## src/rtl/dac_frame_scheduler.sv

```systemverilog
// dac_frame_scheduler
// Builds the single 16-bit frame stream for the DAC7811 serializer. It merges two sources:
// - periodic waveform samples, read from an external 1-cycle-latency ROM;
// - host control commands, buffered in a small FIFO.
// The scheduler owns the ROM address counter, the sample timer and the arbitration.
module dac_frame_scheduler #(
    parameter int WAVE_LEN  = 1250,
    parameter int ADDR_W    = 11,
    parameter int DIV       = 20,
    parameter int CMD_DEPTH = 4
) (
    input  logic              CLK,
    input  logic              RST,
    input  logic              ENABLE,
    output logic [ADDR_W-1:0] ROM_ADDR,
    input  logic [11:0]       ROM_DATA,
    input  logic              CMD_VALID,
    output logic              CMD_READY,
    input  logic [3:0]        CMD_CODE,
    input  logic [11:0]       CMD_DATA,
    output logic [15:0]       FRAME,
    output logic              FRAME_VALID,
    input  logic              FRAME_READY,
    output logic              SAMPLE_MISS,
    output logic [15:0]       MISS_COUNT,
    output logic              CMD_ERR
);

    localparam int TMR_W = (DIV > 1) ? $clog2(DIV) : 1;
    localparam int PTR_W = (CMD_DEPTH > 1) ? $clog2(CMD_DEPTH) : 1;
    localparam int CNT_W = PTR_W + 1;

    localparam logic [TMR_W-1:0]  TMR_LAST  = TMR_W'(DIV - 1);
    localparam logic [ADDR_W-1:0] ADDR_LAST = ADDR_W'(WAVE_LEN - 1);
    localparam logic [PTR_W-1:0]  PTR_LAST  = PTR_W'(CMD_DEPTH - 1);
    localparam logic [CNT_W-1:0]  CNT_FULL  = CNT_W'(CMD_DEPTH);

    // Control code carried by every waveform sample frame (write-and-load).
    localparam logic [3:0] SAMPLE_CODE = 4'b0001;

    typedef enum logic [1:0] {
        ST_IDLE,
        ST_SEND_SAMPLE,
        ST_SEND_CMD
    } state_t;

    // Host commands accepted into the FIFO. Code 0001 is reserved for samples.
    function automatic logic f_code_legal(input logic [3:0] code);
        logic ok;
        case (code)
            4'b0000, 4'b0010, 4'b1001, 4'b1010, 4'b1011, 4'b1100: ok = 1'b1;
            default:                                              ok = 1'b0;
        endcase
        return ok;
    endfunction

    // Counter increment that sticks at all-ones instead of wrapping.
    function automatic logic [15:0] f_sat_inc(input logic [15:0] val);
        return (val == 16'hFFFF) ? val : val + 16'd1;
    endfunction

    state_t             r_state;
    state_t             w_state_nxt;

    logic [TMR_W-1:0]   r_timer;
    logic               w_sample_due;

    logic [ADDR_W-1:0]  r_rom_addr;

    logic               r_buf_full;
    logic [15:0]        r_buf_frame;
    logic               w_buf_accept;
    logic               w_sample_lost;

    logic               r_sample_miss;
    logic [15:0]        r_miss_count;

    logic [15:0]        r_fifo_mem [CMD_DEPTH];
    logic [PTR_W-1:0]   r_wr_ptr;
    logic [PTR_W-1:0]   r_rd_ptr;
    logic [CNT_W-1:0]   r_fifo_cnt;
    logic               w_fifo_full;
    logic               w_fifo_empty;
    logic               w_cmd_push;
    logic               w_cmd_legal;
    logic               w_fifo_wr;
    logic               w_fifo_rd;

    logic               r_cmd_err;

    logic [15:0]        r_frame;
    logic               w_load_sample;
    logic               w_load_cmd;
    logic               w_sample_done;

    // A sample slot opens on the last timer count. The slot only exists while ENABLE is high.
    assign w_sample_due = ENABLE && (r_timer == TMR_LAST);

    // A frame completes when the serializer accepts it.
    // Completing a sample frame frees the buffer in the same cycle.
    assign w_sample_done = (r_state == ST_SEND_SAMPLE) && FRAME_READY;
    assign w_fifo_rd     = (r_state == ST_SEND_CMD) && FRAME_READY;

    // A due sample is taken if the buffer is empty or is being emptied now.
    // Otherwise the sample is lost.
    assign w_buf_accept  = w_sample_due && (!r_buf_full || w_sample_done);
    assign w_sample_lost = w_sample_due && !w_buf_accept;

    assign w_fifo_full   = (r_fifo_cnt == CNT_FULL);
    assign w_fifo_empty  = (r_fifo_cnt == '0);
    assign w_cmd_push    = CMD_VALID && !w_fifo_full;
    assign w_cmd_legal   = f_code_legal(CMD_CODE);
    assign w_fifo_wr     = w_cmd_push && w_cmd_legal;

    // Sample timer: free-runs 0..DIV-1 while enabled, parked at zero otherwise.
    always_ff @(posedge CLK) begin
        if (RST) begin
            r_timer <= '0;
        end else if (!ENABLE || (r_timer == TMR_LAST)) begin
            r_timer <= '0;
        end else begin
            r_timer <= r_timer + TMR_W'(1);
        end
    end

    // ROM address: advances once per sample slot, even for a lost slot, so the waveform phase holds.
    always_ff @(posedge CLK) begin
        if (RST) begin
            r_rom_addr <= '0;
        end else if (w_sample_due) begin
            r_rom_addr <= (r_rom_addr == ADDR_LAST) ? '0 : r_rom_addr + ADDR_W'(1);
        end
    end

    // Sample buffer occupancy: set when a sample is captured, cleared when its frame is sent.
    always_ff @(posedge CLK) begin
        if (RST) begin
            r_buf_full <= 1'b0;
        end else if (w_buf_accept) begin
            r_buf_full <= 1'b1;
        end else if (w_sample_done) begin
            r_buf_full <= 1'b0;
        end
    end

    // Sample buffer payload. ROM_DATA already belongs to the current ROM_ADDR.
    always_ff @(posedge CLK) begin
        if (w_buf_accept) begin
            r_buf_frame <= {SAMPLE_CODE, ROM_DATA};
        end
    end

    // Lost-sample pulse and saturating lost-sample counter.
    always_ff @(posedge CLK) begin
        if (RST) begin
            r_sample_miss <= 1'b0;
            r_miss_count  <= '0;
        end else begin
            r_sample_miss <= w_sample_lost;
            if (w_sample_lost) begin
                r_miss_count <= f_sat_inc(r_miss_count);
            end
        end
    end

    // Command FIFO storage. Only legal codes are written.
    always_ff @(posedge CLK) begin
        if (w_fifo_wr) begin
            r_fifo_mem[r_wr_ptr] <= {CMD_CODE, CMD_DATA};
        end
    end

    // Command FIFO pointers and occupancy. A push and a pop in the same cycle cancel out.
    always_ff @(posedge CLK) begin
        if (RST) begin
            r_wr_ptr   <= '0;
            r_rd_ptr   <= '0;
            r_fifo_cnt <= '0;
        end else begin
            if (w_fifo_wr) begin
                r_wr_ptr <= (r_wr_ptr == PTR_LAST) ? '0 : r_wr_ptr + PTR_W'(1);
            end
            if (w_fifo_rd) begin
                r_rd_ptr <= (r_rd_ptr == PTR_LAST) ? '0 : r_rd_ptr + PTR_W'(1);
            end
            case ({w_fifo_wr, w_fifo_rd})
                2'b10:   r_fifo_cnt <= r_fifo_cnt + CNT_W'(1);
                2'b01:   r_fifo_cnt <= r_fifo_cnt - CNT_W'(1);
                default: r_fifo_cnt <= r_fifo_cnt;
            endcase
        end
    end

    // Illegal-command pulse. The handshake itself still completes.
    always_ff @(posedge CLK) begin
        if (RST) begin
            r_cmd_err <= 1'b0;
        end else begin
            r_cmd_err <= w_cmd_push && !w_cmd_legal;
        end
    end

    // Arbiter state register.
    always_ff @(posedge CLK) begin
        if (RST) begin
            r_state <= ST_IDLE;
        end else begin
            r_state <= w_state_nxt;
        end
    end

    // Arbiter next state. Samples win over commands in IDLE.
    // A frame that is already valid runs to completion.
    // Returning to IDLE after each transfer leaves a gap cycle between frames.
    always_comb begin
        w_state_nxt   = r_state;
        w_load_sample = 1'b0;
        w_load_cmd    = 1'b0;
        case (r_state)
            ST_IDLE: begin
                if (r_buf_full) begin
                    w_state_nxt   = ST_SEND_SAMPLE;
                    w_load_sample = 1'b1;
                end else if (!w_fifo_empty) begin
                    w_state_nxt = ST_SEND_CMD;
                    w_load_cmd  = 1'b1;
                end
            end
            ST_SEND_SAMPLE: begin
                if (FRAME_READY) begin
                    w_state_nxt = ST_IDLE;
                end
            end
            ST_SEND_CMD: begin
                if (FRAME_READY) begin
                    w_state_nxt = ST_IDLE;
                end
            end
            default: begin
                w_state_nxt = ST_IDLE;
            end
        endcase
    end

    // Output frame register. It is loaded only when a frame starts, so it stays stable while stalled.
    always_ff @(posedge CLK) begin
        if (RST) begin
            r_frame <= '0;
        end else if (w_load_sample) begin
            r_frame <= r_buf_frame;
        end else if (w_load_cmd) begin
            r_frame <= r_fifo_mem[r_rd_ptr];
        end
    end

    assign ROM_ADDR    = r_rom_addr;
    assign CMD_READY   = !w_fifo_full;
    assign FRAME       = r_frame;
    assign FRAME_VALID = (r_state != ST_IDLE);
    assign SAMPLE_MISS = r_sample_miss;
    assign MISS_COUNT  = r_miss_count;
    assign CMD_ERR     = r_cmd_err;

endmodule

```

## config.mk

```make
export PLATFORM = sky130hd
export DESIGN_NAME = dac_frame_scheduler
export DESIGN_NICKNAME = d
export VERILOG_FILES = /design/src/rtl/dac_frame_scheduler.sv
export SDC_FILE = /design/constraint.sdc
export NUM_CORES = 1
export LEC_CHECK = 0
export BUFFER_PORTS_ARGS = -buffer_cell sky130_fd_sc_hd__buf_2
export CAP_MARGIN = 0
export CORE_MARGIN = 4
export CORE_UTILIZATION = 35
export DETAILED_ROUTE_END_ITERATION = 10
export PLACE_DENSITY = 0.56
export SLEW_MARGIN = 20
export SYNTH_ARGS = -nofsm -noshare
export SYNTH_HDL_FRONTEND = slang
export SYNTH_SLANG_ARGS = --single-unit
```

## constraint.sdc

```tcl
create_clock -name CLK -period 5.23 [get_ports CLK]
set_input_delay 0.7845 -clock CLK [delete_from_list [all_inputs] [get_ports CLK]]
set_output_delay 0.7845 -clock CLK [all_outputs]
set_load 0.02 [all_outputs]
```

Word level (Yosys, flattened, before mapping)
Memory sizes are Yosys's and may differ from the RTL's. A register that Yosys moved wholly into a read port is not among the register bits.
Cells that the tools add are included.
{"block": "word_totals", "ff_bits": 72, "latchBits": 0, "mem_bits_rw": 64, "rom_bits": 0, "input_bits": 33, "out_inout_bits": 47, "elab_cells": 87, "mem_count": 1}
{"block": "op_classes", "add_sub_neg": 7, "n_mul": 0, "div": 0, "order_cmp": 0, "n_eq_ne": 17, "shifts": 0, "mux": 22, "bitwise": 1, "reduce_logical": 27}
{"memory": "r_fifo_mem", "words": 4, "width": 16, "rd": 1, "rd_ports_with_merged_regs": 1, "wr": 1, "line_no": "78", "rtl": "logic [15:0] r_fifo_mem [CMD_DEPTH];"}
{"operator": "2-to-1 mux 16 bit", "count": 2}
{"operator": "adder 16 x 1 -> 16 bit, second input constant", "count": 1}
{"operator": "equality test 16 bit, second input constant", "count": 1}
{"operator": "equality test 4 bit, second input constant", "count": 4}
{"operator": "2-to-1 mux 2 bit", "count": 7}
{"operator": "adder 11 x 1 -> 11 bit, second input constant", "count": 1}
{"operator": "equality test 11 bit, second input constant", "count": 1}
{"operator": "2-to-1 mux 11 bit", "count": 1}
{"operator": "2-to-1 mux 1 bit", "count": 10}
{"operator": "equality test 2 bit, second input constant", "count": 4}
{"operator": "logical AND 1 bit", "count": 8}
{"operator": "nonzero test 2 bit", "count": 4}
{"operator": "one-hot mux 3 bit (2 select lines)", "count": 1}
{"operator": "OR reduction 6 bit", "count": 1}
{"operator": "adder 5 x 1 -> 5 bit, second input constant", "count": 1}
{"operator": "equality test 5 bit, second input constant", "count": 1}
{"operator": "logical NOT 1 bit", "count": 5}
{"operator": "adder 2 x 1 -> 2 bit, second input constant", "count": 2}
{"operator": "equality test 2 x 1 -> 1 bit, second input constant", "count": 2}
{"operator": "equality test 4 x 2 -> 1 bit, second input constant", "count": 1}
{"operator": "logical NOT 4 bit", "count": 1}
{"operator": "one-hot mux 2 bit (2 select lines)", "count": 1}
{"operator": "AND reduction 2 bit", "count": 2}
{"operator": "OR reduction 2 bit", "count": 2}
{"operator": "9 further kinds", "count": 10}

Logic depth before layout (Yosys ltp)
Gate-level depths: netlist (run 1).
{"block": "logic_depth", "word_depth": 7, "mapped_depth": 10, "depth_no_buf": 10}

Worst setup path before layout (run 1)
Ideal clock, no wire load.
{"block": "synth_path", "path_kind": "in2reg", "startpoint": "input port CMD_CODE[3]", "endpoint": "register r_fifo_cnt[2]", "setup_time_ps": 70, "arrival_time_ps": 2436, "required_time_ps": 5160, "slack_ps": 2724, "cell_stages": 10, "path_buffers": 0, "path_cell_list": "nor2b_1 > o311a_1 > nor2_1 > inv_1 > ha_1 > inv_1 > fa_1 > xor2_1 > or3_1 > a21oi_1"}
{"block": "synth_between", "elab_chain_cells": 6, "elab_cells_between_ends": 13, "classes_between": "7 x eq/ne; 2 x mux; 4 x reduce/logical"}
{"element": "start: declaration", "line_no": "19", "rtl": "input logic [3:0] CMD_CODE,"}
{"element": "equality test 4 x 2 -> 1 bit (tied with other cells)", "line_no": "50", "rtl": "case (code)"}
{"element": "OR reduction 6 bit *", "line_no": "50"}
{"element": "2-to-1 mux 1 bit *", "line_no": "50"}
{"element": "logical AND 1 bit *", "line_no": "113", "rtl": "assign w_fifo_wr = w_cmd_push && w_cmd_legal;"}
{"element": "equality test 2 x 1 -> 1 bit or equality test 2 bit (tied branches)", "line_no": "186", "rtl": "case ({w_fifo_wr, w_fifo_rd})"}
{"element": "one-hot mux 3 bit (2 select lines) or nonzero test 2 bit (tied branches)"}
{"element": "end signal: assignment", "line_no": "187", "rtl": "2'b10: r_fifo_cnt <= r_fifo_cnt + CNT_W'(1);"}
{"element": "end signal: assignment", "line_no": "188", "rtl": "2'b01: r_fifo_cnt <= r_fifo_cnt - CNT_W'(1);"}
{"element": "end signal: assignment", "line_no": "189", "rtl": "default: r_fifo_cnt <= r_fifo_cnt;"}
{"element": "end: declaration", "line_no": "81", "rtl": "logic [CNT_W-1:0] r_fifo_cnt;"}
Every way passes the cells marked *; elsewhere a longest branch is shown, timed or not.
A chain may end at the register's enable or synchronous reset.

Worst setup path in the final report (run 1)
{"block": "layout_path", "startpoint": "register r_fifo_cnt[2]", "endpoint": "register r_fifo_cnt[2]"}
{"block": "layout_between", "elab_chain_cells": 6, "elab_cells_between_ends": 10, "classes_between": "2 x add/sub; 3 x eq/ne; 1 x mux; 4 x reduce/logical"}
{"element": "equality test 3 bit", "line_no": "109", "rtl": "assign w_fifo_full = (r_fifo_cnt == CNT_FULL);"}
{"element": "logical NOT 1 bit", "line_no": "111", "rtl": "assign w_cmd_push = CMD_VALID && !w_fifo_full;"}
{"element": "logical AND 1 bit", "line_no": "111"}
{"element": "logical AND 1 bit", "line_no": "113"}
{"element": "equality test 2 x 1 -> 1 bit or equality test 2 bit (tied branches)", "line_no": "186"}
{"element": "one-hot mux 3 bit (2 select lines) or nonzero test 2 bit (tied branches)"}
Several ways; a longest one is shown, not always the timed one.

==> results by group, run 1 <==
Logic synthesis
  – Post-Syn Nets: 481
  – Sequential share of the synthesized area: 60.8%
  – Mux contribution to synthesized area: 9.63%
  – Synth area leader: edfxtp_1
  – Largest family of logic cells by synthesized area: simple AND/OR/NAND/NOR gates
  – Post-synth top cells: 76 x edfxtp_1, 62 x dfxtp_1, 50 x nor2_1
  – Synth cell types: 52
  – Primary FF master, synth: edfxtp_1
  – Synthesis-stage register bit count: 138
  – Post-Syn Area: 5790 um^2
  – Mean Syn Cell Area: 13.3 um^2
  – Post-Synth Simple-Gate Area: 13.9%
  – Post-synth EDFFs: 76
  – Synth area leaders: edfxtp_1 39%, dfxtp_1 21%, mux4_2 6.2%
  – Yosys warns: 0
  – Post-Synth XOR/XNOR Area: 2.27%
  – Most frequent cell after synthesis: edfxtp_1
  – Synth top area share: 39.4%
  – Synth Area in Adders: 3.15%
  – Compound-cell area share of the yosys netlist: 6.87%
  – Cells after synthesis: 434
  – Post-synth ARST share: 0%

Clock tree
  – CTS tree: yes
  – Post-CTS Setup Bufs: 0
  – Longest Clk Path Bufs: 2
  – CTS H-Tree Depth: 4
  – Clk_lat worst skew: 420 ps
  – PostCTS Resize Cnt: 0
  – Clock transition at the registers of the reported paths: 60 ps
  – CTS Sinks: 138
  – Hold Buf Count CTS: 0
  – Cts bufs inserted: 17
  – Clk root buf: clkbuf_16

Pwr
  – Worst VDD drop: 0.000274 V
  – PD cells: 412 nW/um^2
  – Leak: 2.46 nW
  – PnR Total Power: 2.85 mW

STA
  – Highest clock rate: 399 MHz
  – Skew final: 10.7 ps
  – Tcrit/Tclk final: 48.0%
  – Final setup fails: 0
  – Crit path time final: 2510 ps
  – Setup tns final: 0 ps
  – Final Hold Fails: 0
  – Slew @ Worst Pin: 1070 ps
  – Final Slew Violations: 0
  – RSZ-0062 raised after global routing: no
  – Worst relative slew slack: 28.7%

Worst setup path
  – Critical Path Slowest Stage Cell: or3b_2
  – Critical Path End Type: register
  – Critical path's top delay family: simple AND/OR/NAND/NOR gates
  – Flop-to-flop setup slack: 2720 ps
  – Worst path bufs/invs: 2
  – Worst reg2reg path depth: 10
  – Worst R2R End: r_fifo_cnt[2]$_SDFFE_PP0P_
  – Cells along the critical path: or3b_2 -> nand2_1 -> nor2_1 -> inv_1 -> ha_1 -> inv_1 -> fa_1 -> xor2_1 -> or3_1 -> a21oi_1
  – Crit-path max FO: 7
  – Crit path DAT: 2850 ps
  – WP depth: 10
  – Worst path max stage delay: 470 ps
  – R2R Path Start: r_fifo_cnt[2]$_SDFFE_PP0P_
  – Crit start category: register
  – Cell mode on critical path: inv_1
  – Crit path kind: reg2reg
  – Worst path required time: 5570 ps

Placed design
  – Gpl congestion: 0.797
  – Port-buffer cells: 79
  – Post-DP HPWL: 8210 um

Route
  – WL/cell: 15.9 um
  – Antenna-violating nets left: 0
  – DR DRC count: 0
  – Vias/cell: 4.97
  – Total wire length: 11700 um
  – Drt pass-1 iters: 5
  – DR vias: 3675
  – Iter 0 DRT Violations: 155

Global routing
  – Total track usage: 13.3%
  – Initial antenna violation count: 0
  – Largest net degree at the start of global routing: 33
  – Vias in the first global route: 3671
  – Total gr overflow: 0
  – First-pass GRT wire length: 18900 um

Worst hold path
  – Worst Hold Launch: r_timer[0]$_SDFF_PP0_
  – Worst Hold End: r_timer[0]$_SDFF_PP0_
  – Hold Path Cell Cnt: 1
  – HP Class: reg2reg

Floorplanning
  – Die H: 137 um
  – Die area: 18700 um^2
  – Core area: 16100 um^2
  – Site Rows: 46
  – IO Count: 80
  – Die Wd: 137 um
  – Starting Density: 36.1%

Final layout
  – Synth-to-layout area growth: 19.4%
  – Ant diodes: 0
  – NumNets Final: 557
  – Layout cells sized above 1: 28.5%

Outcome
  – Status: completed

Job
  – Max-cap viol count: 0
-- cell usage in the layout (no fill, tap or decap), types with 3 or more instances in the layout --
cell and n:
buf_2 79, edfxtp_1 76, dfxtp_1 61, nor2_1 49, clkbuf_16 17, mux4_2 16
a21oi_1 15, inv_1 14, nand2_1 13, mux2i_1 13, ha_1 13, a211oi_2 12
nand4_1 12, and2_1 10, xor2_1 9, o31ai_1 9, or4_1 9, nor2b_1 8
nor4_1 8, inv_6 8, nand3_1 7, xnor2_1 6, mux2_1 5, and4_1 4
nor3_1 4, o21ai_0 4, nand2b_1 3, a22oi_1 3
-- registers in the layout, indices dropped and copies added (netlist names), named ones only --
register / count
r_fifo_mem: 64
CMD_ERR: 1
r_fifo_cnt: 3
r_wr_ptr: 2
r_rd_ptr: 2
r_buf_full: 1
FRAME: 16
r_buf_frame: 12
SAMPLE_MISS: 1
r_state: 2
r_timer: 5
MISS_COUNT: 16
ROM_ADDR: 11
-- through the flow --
stage / util (%) / setup slack [ps] / instance area (um^2) / hold slack (ps) / cells
2_1_floorplan: - / 2720 / 5790 / 418 / 434
3_3_place_gp: 39.4 / 2390 / 6330 / 431 / 707
3_5_place_dp: 39.4 / 2340 / 6330 / 449 / 707
4_1_cts: 43.1 / 2700 / 6910 / 459 / 739
5_1_grt: 43.1 / 2540 / 6920 / 473 / 739
6_report: 43.1 / 2720 / 6920 / 449 / 739
-- power by group --
group	internal, mW	total (mW)	switching (mW)
Combinational	0.162	0.406	0.244
Clock	0.687	1.18	0.493
Sequential	1.21	1.26	0.0517
-- layer usage --
layer | global-route usage (%) | vias up | wire (um)
met1 | 16.8 | 1786 | 5280
met2 | 21.4 | 83 | 5720
met3 | 4.19 | 20 | 522
met4 | 5.32 | 0 | 225
met5 | 0 | - | 0
li1 | - | 1786 | -
-- worst reg2reg max path: cells and delay by family, from the launching register on --
kind	cells	cell delay (ps)
AND/OR/NAND/NOR	4	1050
adder cells (fa/ha/maj)	2	560
flip-flops	1	390
XOR/XNOR	1	160
buffers and inverters	2	140
AO/OA/AOI/OAI	1	140
-- cells by family (layout without fill, tap and decap cells) --
| group | after synthesis | after routing |
|---|---|---|
| DFF | 138 | 138 |
| AOI/OAI and AO/OA | 50 | 50 |
| and+or+nand+nor | 145 | 145 |
| xor gates and xnor gates | 15 | 15 |
| buffers and inverters | 37 | 126 |
| muxes | 35 | 35 |
| adders and majority gates | 14 | 14 |
-- how the worst max path moves through the flow --
stage                                           from                           to  slack, ps
final                     r_fifo_cnt[2]$_SDFFE_PP0P_   r_fifo_cnt[2]$_SDFFE_PP0P_       2720
after CTS                    r_buf_full$_SDFFE_PP0P_        FRAME[2]$_SDFFE_PP0P_       2700
after floorplan                          CMD_CODE[3]   r_fifo_cnt[2]$_SDFFE_PP0P_       2720
after detailed placement                 CMD_CODE[3]   r_fifo_mem[1][9]$_DFFE_PP_       2340
after global placement                   CMD_CODE[3]  r_fifo_mem[1][11]$_DFFE_PP_       2390
after global routing         r_buf_full$_SDFFE_PP0P_        FRAME[6]$_SDFFE_PP0P_       2540
-- cell type report --
type | instances | area (um^2)
clock buffers | 18 | 439
clock inverters | 14 | 148
fillers | 1467 | 9140
inverters | 14 | 52.6
multi-input cells | 259 | 2080
flip-flops and latches | 138 | 3520
well taps | 216 | 270
repair buffers | 80 | 403
Note: power is estimated with default switching activity, not from simulation.
==> inputs of run 2 (changes only) <==
clock period = 2.35 ns   (was 5.23 ns; I/O delays follow)
==> run 2 against run 1 <==
  * Clock power increased by 120%
  * Sequential power increased by 120%
  * Clock-buffer cell count unchanged
  * First-iteration DRC count decreased by 8.4%
  * Setup slack got worse by 2600 ps
  * Cell count increased by 2.4%
  * Global-route usage increased by 0.096 points
  * Power increased by 120%
  * Die area unchanged
  * Non-clock buffer count increased by 18
  * Via count increased by 2.1%
  * Highest routed layer is now met5
==> results by group, run 2 (synthesis gave the netlist of run 1 again) <==
Route
  – Total wire length: 12000 um (was 11700 um)
  – Highest Signal Layer: met5 (was met4)
  – WL/cell: 15.9 um (about the same)
  – Met3 WL: 530 um (was 522 um)
  – DR WL met2: 5850 um (was 5720 um)
  – Iter 0 DRT Violations: 142 (was 155)
  – Drt pass-1 iters: 4 (was 5)
  – DR DRC count: 0 (unchanged)
  – Routed met1 length: 5410 um (was 5280 um)
  – Antenna-violating nets left: 0 (unchanged)
  – DR vias: 3751 (was 3675)
  – Vias/cell: 4.96 (was 4.97)

Clock tree
  – Clk root buf: clkbuf_16 (unchanged)
  – CTS tree: yes (unchanged)
  – Hold Buf Count CTS: 0 (unchanged)
  – CTS H-Tree Depth: 4 (unchanged)
  – Clock transition at the registers of the reported paths: 60 ps (about the same)
  – Cts bufs inserted: 17 (unchanged)
  – Longest Clk Path Bufs: 2 (unchanged)
  – CTS Sinks: 138 (unchanged)
  – Clk_lat worst skew: 410 ps (was 420 ps)

Pwr
  – Switch Pwr: 1.72 mW (was 788 uW)
  – Worst VDD drop: 0.000476 V (was 0.000274 V)
  – PD cells: 903 nW/um^2 (was 412 nW/um^2)
  – Combinational power share: 15.1% (was 14.3%)
  – Sw Ratio: 26.9% (was 27.7%)
  – Clk network pwr share: 41.4% (about the same)
  – Leak: 2.56 nW (was 2.46 nW)
  – Sequential Power Share: 43.6% (was 44.3%)
  – Pint: 4.66 mW (was 2.06 mW)

Worst setup path
  – Critical path startpoint: r_fifo_cnt[0]$_SDFFE_PP0P_ (was r_fifo_cnt[2]$_SDFFE_PP0P_)
  – Crit path DAT: 2590 ps (was 2850 ps)
  – Crit-path max FO: 5 (was 7)
  – Crit start category: register (unchanged)
  – Crit path kind: reg2reg (unchanged)
  – R2R Path Start: r_fifo_cnt[0]$_SDFFE_PP0P_ (was r_fifo_cnt[2]$_SDFFE_PP0P_)
  – Worst path required time: 2690 ps (was 5570 ps)
  – Critical Path End Type: register (unchanged)

Final layout
  – Largest register FFs: 64 (unchanged)
  – Ant diodes: 0 (unchanged)
  – Cell area after layout: 7060 um^2 (was 6920 um^2)
  – Area of the multi-input gates: 2080 um^2 (about the same)
  – FILL cells: 1478 (was 1467)
  – Layout cells sized above 1: 31.1% (was 28.5%)
  – Biggest register: r_fifo_mem (unchanged)
  – Most frequent cells in the layout: 79 x buf_2, 76 x edfxtp_1, 60 x dfxtp_1, 50 x nor2_1, 19 x buf_4 (was 79 x buf_2, 76 x edfxtp_1, 61 x dfxtp_1, 49 x nor2_1, 17 x clkbuf_16)
  – Most common cell after layout, fill and taps aside: buf_2 (unchanged)
  – NumNets Final: 575 (was 557)
  – Synth-to-layout area growth: 21.8% (was 19.4%)
  – Register area: 3530 um^2 (was 3520 um^2)

Placed design
  – Dpl cell area: 6450 um^2 (was 6330 um^2)
  – Gpl congestion: 0.796 (was 0.797)
  – Port-buffer cells: 79 (unchanged)
  – Post-DP HPWL: 8360 um (was 8210 um)

Worst hold path
  – HP Class: in2reg (was reg2reg)
  – Worst Hold Launch: ROM_DATA[0] (was r_timer[0]$_SDFF_PP0_)

Global routing
  – Largest net degree at the start of global routing: 35 (was 33)
  – Initial antenna violation count: 1 (was 0)
  – First-pass GRT wire length: 19100 um (was 18900 um)
  – Vias in the first global route: 3668 (was 3671)
  – Total gr overflow: 0 (unchanged)
  – Total track usage: 13.4% (was 13.3%)

STA
  – Setup tns final: 0 ps (unchanged)
  – RSZ-0062 raised after global routing: no (unchanged)
  – Tcrit/Tclk final: 95.8% (was 48.0%)
  – Hold slack: 112 ps (was 449 ps)
  – Crit path time final: 2250 ps (was 2510 ps)
  – Final Hold Fails: 0 (unchanged)
  – Final Slew Violations: 0 (unchanged)
  – Highest clock rate: 444 MHz (was 399 MHz)
  – Worst relative slew slack: 55.4% (was 28.7%)
  – Final setup fails: 0 (unchanged)
  – Slew @ Worst Pin: 669 ps (was 1070 ps)
  – Skew final: 8.71 ps (was 10.7 ps)

Floorplanning
  – IO Count: 80 (unchanged)
  – Die area: 18700 um^2 (unchanged)
  – Starting Density: 36.1% (unchanged)
  – Core area: 16100 um^2 (unchanged)
  – Die Wd: 137 um (unchanged)
  – Die H: 137 um (unchanged)
  – Site Rows: 46 (unchanged)

Job
  – Max-cap viol count: 0 (unchanged)

Outcome
  – Status: completed (unchanged)
-- run 2: path summary, 6_finish.rpt --
kind	end	slack, ps	cells past startpoint
min	r_buf_frame[0]$_DFFE_PP_	110	1
max reg2reg	r_fifo_cnt[2]$_SDFFE_PP0P_	100	10
max	r_fifo_cnt[2]$_SDFFE_PP0P_	100	10
min reg2reg	r_timer[0]$_SDFF_PP0_	460	1
-- run 2: power groups by stage --
stage	combinational (mW)	sequential (mW)	clock, mW
floorplan	0.590	2.93	0
global placement	0.950	2.82	0
detailed placement	0.974	2.82	0
CTS	0.977	2.78	2.70
global route	1.06	2.79	2.81
finish	0.960	2.78	2.64
-- run 2: critical path: stages (launching register included) --
cell and delay [ps]:
dfxtp_2 350, or3b_4 400, nand2_1 100, nor2_1 70, inv_1 60, ha_2 170
inv_1 50, fa_1 380, xor2_1 160, or3_1 300, a21oi_1 150
-- run 2: metal layers --
| layer | global-route usage (%) | up-vias |
|---|---|---|
| met5 | 0 | - |
| met4 | 5.54 | 2 |
| met3 | 4.19 | 20 |
| met2 | 21.4 | 75 |
| met1 | 17.0 | 1837 |
| li1 | - | 1817 |
-- run 2: repair_timing --
| item | CTS | global route |
|---|---|---|
| setup endpoints to repair | 0 | 1 |
| setup buffers | 0 | 2 |
| resized for setup | 0 | 3 |
-- run 2: cell type report --
cell class | count | area share, %
multi-input cells | 259 | 29.5
flip-flops and latches | 138 | 50.0
repair buffers | 98 | 7.62
clock inverters | 14 | 2.25
well taps | 216 | 3.83
inverters | 14 | 0.745
clock buffers | 18 | 6.08
-- run 2: per-stage QoR --
stage                     setup slack [ps]  instances  utilization, %  power (mW)
final                                 97.9        757            44.0        6.37
after global routing                  5.54        757            44.0        6.66
after CTS                             12.5        755            43.8        6.45
after detailed placement              27.1        723            40.2        3.80
after global placement                 175        723            40.2        3.77
after floorplan                        113        434               -        3.52
